===== src/rtl/alu_seq_pkg.sv =====
// Shared types and codes for the alu_seq controller: FSM states, command
// opcodes and the opcode set understood by the external 4-bit alu.
package alu_seq_pkg;

    typedef enum logic [1:0] {
        IDLE = 2'd0,
        EXEC = 2'd1,
        MUL  = 2'd2,
        DONE = 2'd3
    } state_t;

    localparam logic [1:0] OP_ADD = 2'b00;
    localparam logic [1:0] OP_SUB = 2'b01;
    localparam logic [1:0] OP_MUL = 2'b10;
    localparam logic [1:0] OP_NEG = 2'b11;

    localparam logic [1:0] ALUOP_ADD  = 2'b00;
    localparam logic [1:0] ALUOP_SUB  = 2'b01;
    localparam logic [1:0] ALUOP_NEGA = 2'b10;
    localparam logic [1:0] ALUOP_NEGB = 2'b11;

endpackage


===== src/rtl/alu_seq.sv =====
// Sequencer around an external 4-bit alu: single-pass ADD/SUB/NEG and a
// 4x4->8 shift-add multiply. Optional flag registers under ALU_SEQ_FLAGS_EN.
module alu_seq
    import alu_seq_pkg::*;
(
    input  logic       clk,
    input  logic       rst_n,
    input  logic       start,
    input  logic [1:0] op,
    input  logic [3:0] a_in,
    input  logic [3:0] b_in,
    output logic       busy,
    output logic       done,
    output logic [7:0] result,
    output logic       flag_z,
    output logic       flag_c,
    output logic       flag_s,
    output logic [3:0] alu_A,
    output logic [3:0] alu_B,
    output logic [1:0] alu_ALUOp,
    output logic       alu_arit,
    input  logic [3:0] alu_R,
    input  logic       alu_zero,
    input  logic       alu_carry,
    input  logic       alu_sign
);

    state_t     state_r, next_s;
    logic [3:0] m_r, q_r, p_r;
    logic [1:0] cnt_r, op_r;
    logic [7:0] result_r;
    logic       busy_r, done_r;
    logic [3:0] p_nxt_s, q_nxt_s;
    logic [7:0] product_s;
    logic       mul_last_s;

    // Shift-add step: the pass carry lands in P's MSB, R's LSB shifts into Q.
    assign p_nxt_s    = {alu_carry, alu_R[3:1]};
    assign q_nxt_s    = {alu_R[0], q_r[3:1]};
    assign product_s  = {p_nxt_s, q_nxt_s};
    assign mul_last_s = (cnt_r == 2'd3);

    // Next-state decode
    always_comb begin
        next_s = state_r;
        case (state_r)
            IDLE: begin
                if (start) begin
                    next_s = (op == OP_MUL) ? MUL : EXEC;
                end else begin
                    next_s = IDLE;
                end
            end
            EXEC: next_s = DONE;
            MUL: begin
                if (mul_last_s) begin
                    next_s = DONE;
                end else begin
                    next_s = MUL;
                end
            end
            DONE:    next_s = IDLE;
            default: next_s = IDLE;
        endcase
    end

    // ALU drive is decoded from registered state so the alu result is
    // consumed in the same cycle without a pipeline stage.
    always_comb begin
        alu_A     = 4'd0;
        alu_B     = 4'd0;
        alu_ALUOp = ALUOP_ADD;
        alu_arit  = 1'b0;
        case (state_r)
            EXEC: begin
                alu_arit = 1'b1;
                alu_A    = m_r;
                alu_B    = q_r;
                case (op_r)
                    OP_SUB:  alu_ALUOp = ALUOP_SUB;
                    OP_NEG:  alu_ALUOp = ALUOP_NEGA;
                    default: alu_ALUOp = ALUOP_ADD;
                endcase
            end
            MUL: begin
                alu_arit  = 1'b1;
                alu_ALUOp = ALUOP_ADD;
                alu_A     = p_r;
                alu_B     = q_r[0] ? m_r : 4'd0;
            end
            default: begin
                alu_arit  = 1'b0;
                alu_ALUOp = ALUOP_ADD;
            end
        endcase
    end

    // State, operand/product registers and registered status outputs
    always_ff @(posedge clk or negedge rst_n) begin
        if (!rst_n) begin
            state_r  <= IDLE;
            m_r      <= 4'd0;
            q_r      <= 4'd0;
            p_r      <= 4'd0;
            cnt_r    <= 2'd0;
            op_r     <= 2'd0;
            result_r <= 8'd0;
            busy_r   <= 1'b0;
            done_r   <= 1'b0;
        end else begin
            state_r <= next_s;
            busy_r  <= (next_s != IDLE);
            done_r  <= (next_s == DONE);
            case (state_r)
                IDLE: begin
                    if (start) begin
                        m_r   <= a_in;
                        q_r   <= b_in;
                        p_r   <= 4'd0;
                        cnt_r <= 2'd0;
                        op_r  <= op;
                    end
                end
                EXEC: result_r <= {4'b0000, alu_R};
                MUL: begin
                    p_r   <= p_nxt_s;
                    q_r   <= q_nxt_s;
                    cnt_r <= cnt_r + 2'd1;
                    if (mul_last_s) begin
                        result_r <= product_s;
                    end
                end
                default: begin
                    result_r <= result_r;
                end
            endcase
        end
    end

    assign busy   = busy_r;
    assign done   = done_r;
    assign result = result_r;

`ifdef ALU_SEQ_FLAGS_EN
    logic flag_z_r, flag_c_r, flag_s_r;

    // Flags update on the same edges as result and hold otherwise
    always_ff @(posedge clk or negedge rst_n) begin
        if (!rst_n) begin
            flag_z_r <= 1'b0;
            flag_c_r <= 1'b0;
            flag_s_r <= 1'b0;
        end else begin
            case (state_r)
                EXEC: begin
                    flag_z_r <= alu_zero;
                    flag_c_r <= alu_carry;
                    flag_s_r <= alu_sign;
                end
                MUL: begin
                    if (mul_last_s) begin
                        flag_z_r <= (product_s == 8'd0);
                        flag_c_r <= 1'b0;
                        flag_s_r <= product_s[7];
                    end
                end
                default: begin
                    flag_z_r <= flag_z_r;
                end
            endcase
        end
    end

    assign flag_z = flag_z_r;
    assign flag_c = flag_c_r;
    assign flag_s = flag_s_r;
`else
    logic unused_flags_s;
    assign unused_flags_s = alu_zero ^ alu_sign;
    assign flag_z = 1'b0;
    assign flag_c = 1'b0;
    assign flag_s = 1'b0;
`endif

endmodule


===== config.mk =====
export PLATFORM = sky130hd
export DESIGN_NAME = alu_seq
export DESIGN_NICKNAME = d
export VERILOG_FILES = /design/src/rtl/alu_seq_pkg.sv /design/src/rtl/alu_seq.sv
export SDC_FILE = /design/constraint.sdc
export NUM_CORES = 1
export LEC_CHECK = 0
export ABC_AREA = 1
export CORE_MARGIN = 4
export CORE_UTILIZATION = 32
export CTS_BUF_LIST = sky130_fd_sc_hd__clkbuf_8 sky130_fd_sc_hd__clkbuf_16
export CTS_CLUSTER_SIZE = 8
export DETAILED_ROUTE_END_ITERATION = 8
export PLACE_DENSITY_LB_ADDON = 0.12
export SYNTH_ARGS = -nofsm -noshare
export SYNTH_HDL_FRONTEND = slang
export SYNTH_SLANG_ARGS = --single-unit

===== constraint.sdc =====
create_clock -name clk -period 3.4 [get_ports clk]
set_input_delay 0.51 -clock clk [delete_from_list [all_inputs] [get_ports clk]]
set_output_delay 0.51 -clock clk [all_outputs]
set_load 0.005 [all_outputs]

==> results of run 1 <==
==> flip-flops by register name, summed over array words and instances (netlist names) <==
name	count
busy	1
cnt_r	2
done	1
m_r	4
op_r	2
p_r	4
q_r	4
result	8
state_r	2
==> cell usage after synthesis <==
cell / count / area (um^2)
sky130_fd_sc_hd__a21oi_1: 9 / 45.0
sky130_fd_sc_hd__buf_2: 2 / 10.0
sky130_fd_sc_hd__buf_4: 5 / 37.5
sky130_fd_sc_hd__buf_6: 2 / 22.5
sky130_fd_sc_hd__clkbuf_1: 1 / 3.75
sky130_fd_sc_hd__conb_1: 1 / 3.75
sky130_fd_sc_hd__dfrtp_1: 28 / 701
sky130_fd_sc_hd__ha_1: 7 / 87.6
sky130_fd_sc_hd__inv_1: 22 / 82.6
sky130_fd_sc_hd__nand2_1: 66 / 248
sky130_fd_sc_hd__nand2_2: 2 / 12.5
sky130_fd_sc_hd__nand2_4: 1 / 11.3
sky130_fd_sc_hd__nand3_1: 28 / 140
sky130_fd_sc_hd__nand3b_1: 1 / 7.51
sky130_fd_sc_hd__nor2_1: 4 / 15.0
sky130_fd_sc_hd__nor3_1: 1 / 5.00
sky130_fd_sc_hd__o21ai_0: 12 / 60.1
sky130_fd_sc_hd__o21ai_2: 1 / 8.76
==> routing by layer <==
| metal | vias up | wire length, um |
|---|---|---|
| li1 | 672 | - |
| met1 | 617 | 1700 |
| met2 | 23 | 1840 |
| met3 | 4 | 131 |
| met4 | 0 | 38 |
| met5 | - | 0 |
==> worst min path at each step <==
stage	startpoint	to	slack, ns	cells after the start
4_1_cts	m_r[0]	m_r[0]	0.52	2
6_report	m_r[0]	m_r[0]	0.52	2
2_1_floorplan	rst_n	busy	0.21	0
5_1_grt	result[7]	result[7]	0.56	2
3_3_place_gp	m_r[1]	m_r[1]	0.49	2
3_5_place_dp	m_r[0]	m_r[0]	0.49	2
==> power by group through the flow <==
stage / Combinational, uW / Sequential [uW] / Clock, uW
6_report: 639 / 550 / 271
5_1_grt: 729 / 569 / 286
4_1_cts: 652 / 550 / 276
3_5_place_dp: 646 / 556 / 0
3_3_place_gp: 644 / 555 / 0
2_1_floorplan: 416 / 534 / 0
==> stage by stage <==
step	hold WS [ns]	power [uW]	instances	util	worst slack (ns)
3_5_place_dp	0.491	1200	277	0.427	1.10
6_report	0.516	1460	281	0.443	0.811
3_3_place_gp	0.495	1200	277	0.427	1.13
2_1_floorplan	0.214	950	195	-	1.78
5_1_grt	0.561	1580	281	0.443	0.595
4_1_cts	0.516	1480	281	0.443	0.786
==> cell type report <==
cell class	instances	share of cell area
Tap cell	52	0.0331
Clock buffer	3	0.0210
Multi-Input combinational cell	135	0.331
Clock inverter	1	0.0153
Sequential cell	28	0.356
Timing Repair Buffer	40	0.201
Inverter	22	0.0420
==> worst max-delay path: stages (launching register included) <==
cell and delay (ns):
sky130_fd_sc_hd__dfrtp_1 0.42, sky130_fd_sc_hd__inv_1 0.14, sky130_fd_sc_hd__ha_1 0.43, sky130_fd_sc_hd__nand3_1 0.12, sky130_fd_sc_hd__a21oi_1 0.16, sky130_fd_sc_hd__clkdlybuf4s50_1 0.52
==> cells by family (layout without fill, tap and decap cells) <==
group	after synthesis	after routing	share of synthesized area
adders and majority gates	7	7	0.0583
other	1	3	0.00250
and+or+nand+nor	103	103	0.292
AOI/OAI and AO/OA	22	22	0.0758
DFF	28	28	0.467
buffers and inverters	32	66	0.104
==> impl_results.md, run 1 <==
- Outcome: completed
- Count of cells resized by post-cts repair: 0
- Switching share of total power: 0.386
- Path type of the worst setup path: flop to primary output
- Worst setup skew after layout: 0.00240 ns
- Number of register bits inferred by synthesis: 28
- Synth Area per Inst: 7.78 um^2
- Pwr/cell area: 742 nW/um^2
- Cts-stage hold buffer count: 0
- Clock tree from TritonCTS: built
- Logic depth of the worst register-to-register path: 8
- Die Span X: 76.5 um
- Maximum number of pins on one net before global-route repair: 29
- Detail Placement HPWL: 2.73 mm
- Total via count in the routed design: 1316
- Num rows: 24
- Number of global-route vias before repair: 1323
- Critical path required time: 2.89 ns
- First-pass GRT wire length: 6.24 mm
- Setup total negative slack: 0 ns
- Core Region: 4440 um^2
- Ratio of final minimum period to clock period: 0.761
- Footprint of the multi-input gates: 652 um^2
- Clk network pwr share: 0.186
- Number of distinct library cell variants in the gate-level netlist after synthesis: 18
- Layer with the highest usage after global routing: met2
- Startpoint of the most critical register-to-register path: state_r[0]
- Share of post-route cells with drive strength above 1: 0.0437
- Arrival @ worst endpoint: 2.08 ns
- Die Span Y: 76.5 um
- Grt met2 use: 0.223
- RSZ-0062 raised after global routing: false
- CP Max Fanout: 12
- Boundary pin count: 44
- Max Transition Viols Final: 0
- CTS Root Buffer Type: sky130_fd_sc_hd__clkbuf_8
- Register clock-pin slew on the reported worst setup and hold paths: 0.10 ns
- Max-cap violations: 0
- GPL Wtd Cong: 0.787
- Vias per inst: 4.68
- P_leak: 0.000993 uW
- Nets@finish: 257
- Cell internal power dissipation: 896 uW
- Startpoint Class: flop
- Path category of the worst min-delay check: flop to flop
- Commonest cells after routing, fill and taps aside: 66 x sky130_fd_sc_hd__nand2_1, 38 x sky130_fd_sc_hd__clkdlybuf4s50_1, 28 x sky130_fd_sc_hd__nand3_1, 28 x sky130_fd_sc_hd__dfrtp_1, 22 x sky130_fd_sc_hd__inv_1
- Yosys Warn Count: 0
- Layout fillers: 474
- Clock Tree Buf Depth: 2
- Maximum clock frequency: 386 MHz
- Total gr overflow: 0
- Overall Global Routing Usage: 0.132
- Final worst path period need: 2.59 ns
- End point of the critical path: alu_B[1]
- Setup crit end kind: primary output
- Inserted Clock Buffers: 3
- Total wire length: 3.71 mm
- Number of post-CTS setup repair buffers: 0
- Capture instance of the worst register-to-register path: done
- Post-synthesis cell area: 1500 um^2
- Final routed DRC violation total: 0
- Hold violation total from the final report: 0
- Met1 capacity usage during global routing: 0.165
- P_sw: 564 uW
- Area taken by flip-flops and latches: 701 um^2
- Initial antenna violation count: 0
- Antenna fix cells: 0
- Sequential power share: 0.377
- Count of clock tree sinks: 28
- Layout-stage area growth over the synthesis result: 31.0%
- Cell area after placement: 1900 um^2
- Drt first pass iters: 4
- Share of the yosys chip area belonging to registers: 0.467
- FF-to-FF setup slack: 1.58 ns
- Commonest non-fill, non-tap cell in the layout: sky130_fd_sc_hd__nand2_1
- Number of setup violations in the final report: 0
- Final Cell Area: 1970 um^2
- Count of buffers from port buffering: 38
- Gate count of the mapped netlist: 193
- Clock latency on the worst-skew pair: 0.28 ns
- Full die area: 5850 um^2
- Antenna Nets Post-Route: 0
- Routed length per placed instance: 13.2 um
- Worst vdd ir: 0.340 mV
- Initial DRC Count: 74
- Initial Utilization: 0.338
- First element of the critical path: state_r[0]
- Grt met3 use: 0.0260
- Combinational share of power: 0.438
- H-tree lvl count: 1
Note: power is estimated with default switching activity, not from simulation.
==> run 2: changes to the inputs <==
==> constraint.sdc (replaced) <==
create_clock -name clk -period 2.5 [get_ports clk]
set_input_delay 0.375 -clock clk [delete_from_list [all_inputs] [get_ports clk]]
set_output_delay 0.375 -clock clk [all_outputs]
set_load 0.005 [all_outputs]
==> run 2 against run 1 <==
Via count decreased by 2.0%. Non-clock buffer count rose by 1. Sequential share of layout area up 0.37 points. Register-to-register slack got worse by 0.79 ns. Die area unchanged. Flip-flop and latch count unchanged. Core utilization fell by 0.45 points.
==> impl_results.md, run 2 (synthesized netlist as in run 1, its figures left out) <==
- Final routed DRC violation total: 0
- Count of clock tree sinks: 28
- RSZ-0062 raised after global routing: false
- Core Region: 4440 um^2
- Antenna fix cells: 0
- Grt met3 use: 0.0236
- Layout fillers: 477
- Setup crit end kind: primary output
- Inserted Clock Buffers: 3
- Initial antenna violation count: 0
- Max-cap violations: 0
- Arrival @ worst endpoint: 1.94 ns
- Number of global-route vias before repair: 1338
- Flip-flop count of the largest register after layout: 8
- Die Span Y: 76.5 um
- Initial DRC Count: 91
- Outcome: completed
- H-tree lvl count: 1
- Final Instance Count excl. Fillers: 281
- Hold violation total from the final report: 0
- Nets@finish: 258
- Full die area: 5850 um^2
- Layout-stage area growth over the synthesis result: 29.7%
- Initial Utilization: 0.338
- Share of post-route cells with drive strength above 1: 0.0480
- Critical path required time: 2.12 ns
- Grt met2 use: 0.214
- Routed length per placed instance: 12.8 um
- Clock Tree Buf Depth: 2
- Clk network pwr share: 0.134
- Met1 capacity usage during global routing: 0.175
- CP Max Fanout: 8
- P_sw: 749 uW
- Category of cells accounting for the largest share of critical-path delay: buffers and inverters
- Max Transition Viols Final: 0
- Drt first pass iters: 4
- Layer with the highest usage after global routing: met2
- Setup total negative slack: 0 ns
- Startpoint Class: flop
- Commonest cells after routing, fill and taps aside: 66 x sky130_fd_sc_hd__nand2_1, 38 x sky130_fd_sc_hd__clkdlybuf4s50_1, 28 x sky130_fd_sc_hd__nand3_1, 28 x sky130_fd_sc_hd__dfrtp_1, 22 x sky130_fd_sc_hd__inv_1
- Register clock-pin slew on the reported worst setup and hold paths: 0.10 ns
- Maximum clock frequency: 432 MHz
- CTS Root Buffer Type: sky130_fd_sc_hd__clkbuf_8
- Standard cell with the maximum stage delay on the critical path: sky130_fd_sc_hd__clkdlybuf4s50_1
- Clock tree from TritonCTS: built
- First-pass GRT wire length: 6.33 mm
- Detail Placement HPWL: 2.67 mm
- Num rows: 24
- Count of cells resized by post-cts repair: 0
- Pwr/cell area: 962 nW/um^2
- Vias per inst: 4.59
- Antenna Nets Post-Route: 0
- Buffers & Inverters on Critical Path: 3
- GPL Wtd Cong: 0.722
- Total gr overflow: 0
- Number of setup violations in the final report: 0
- Ratio of final minimum period to clock period: 0.926
- Path type of the worst setup path: flop to primary output
- Worst setup skew after layout: 0.00718 ns
- Total wire length: 3.60 mm
- Die Span X: 76.5 um
- Sequential power share: 0.401
- Placed insts: 278
- Path category of the worst min-delay check: input port to asynchronous set/reset pin
- Cell internal power dissipation: 1120 uW
- Overall Global Routing Usage: 0.132
- Boundary pin count: 44
- Ordered list of cells on the worst path: inv_1, ha_1, inv_1, nor3_1, clkdlybuf4s50_1
- Commonest non-fill, non-tap cell in the layout: sky130_fd_sc_hd__nand2_1
- Number of post-CTS setup repair buffers: 0
- Worst vdd ir: 0.458 mV
- Combinational share of power: 0.466
- Cell occurring most often along the worst timing path: sky130_fd_sc_hd__inv_1
- Critical path's largest stage delay: 0.52 ns
- Maximum number of pins on one net before global-route repair: 29
- Clock latency on the worst-skew pair: 0.28 ns
- Switching share of total power: 0.400
- Total via count in the routed design: 1290
- P_leak: 0.000983 uW
- Final cell utilization of the core: 0.438
- Cts-stage hold buffer count: 0
- Count of buffers from port buffering: 38
- Final worst path period need: 2.31 ns
## run 2: cell count changes in the layout (fill, tap and decap cells not counted)
cell	change
sky130_fd_sc_hd__buf_4	+1
sky130_fd_sc_hd__bufinv_16	-1
sky130_fd_sc_hd__ha_1	-1
sky130_fd_sc_hd__ha_2	+1
## run 2: final timing paths
check                                 from         to  slack (ns)  cells after the start
worst max-delay path            state_r[0]   alu_B[0]        0.19                      5
worst min-delay path                 rst_n     p_r[2]        0.48                      2
worst max register to register  state_r[0]       busy        0.79                      9
worst min register to register      m_r[0]     m_r[0]        0.52                      2
max in group asynchronous            rst_n  result[2]        1.75                      2
min in group clk                    m_r[0]     m_r[0]        0.52                      2
## run 2: power by group through the flow
| stage | sequential, uW | combinational [uW] | clock [uW] |
|---|---|---|---|
| floorplan | 727 | 565 | 0 |
| global placement | 757 | 884 | 0 |
| detailed placement | 755 | 883 | 0 |
| CTS | 748 | 888 | 262 |
| global route | 774 | 1010 | 276 |
| finish | 750 | 872 | 250 |
## run 2: area by class of cell
type / instances / area (um^2) / share of cell area
Clock buffer: 3 / 41.3 / 0.0212
Inverter: 22 / 82.6 / 0.0424
Multi-Input combinational cell: 135 / 654 / 0.336
Sequential cell: 28 / 701 / 0.360
Tap cell: 52 / 65.1 / 0.0334
Timing Repair Buffer: 41 / 403 / 0.207
## run 2: worst reg2reg max path: stages, from the launching register on
cell                      delay (ns)
sky130_fd_sc_hd__dfrtp_1        0.39
sky130_fd_sc_hd__inv_1          0.10
sky130_fd_sc_hd__ha_1           0.26
sky130_fd_sc_hd__buf_4          0.18
sky130_fd_sc_hd__nand2_1        0.32
sky130_fd_sc_hd__nand2_1        0.11
sky130_fd_sc_hd__nand2_1        0.07
sky130_fd_sc_hd__nand2_1        0.08
sky130_fd_sc_hd__inv_1          0.06
sky130_fd_sc_hd__nand2_1        0.04
## run 2: per-layer routing
metal  up-vias  share of wire
met5         -              0
met4         0         0.0081
met3         2          0.039
met2        21           0.47
met1       591           0.49
li1        676              -
## run 2: per-stage QoR
step | cell area (um^2) | setup slack (ns) | hold WS [ns] | total power (uW)
after CTS | 1940 | 0.0723 | 0.493 | 1900
after detailed placement | 1900 | 0.384 | 0.497 | 1640
final | 1950 | 0.185 | 0.481 | 1870
after floorplan | 1510 | 1.01 | 0.0794 | 1290
after global routing | 1950 | 0.0414 | 0.521 | 2060
after global placement | 1900 | 0.415 | 0.494 | 1640
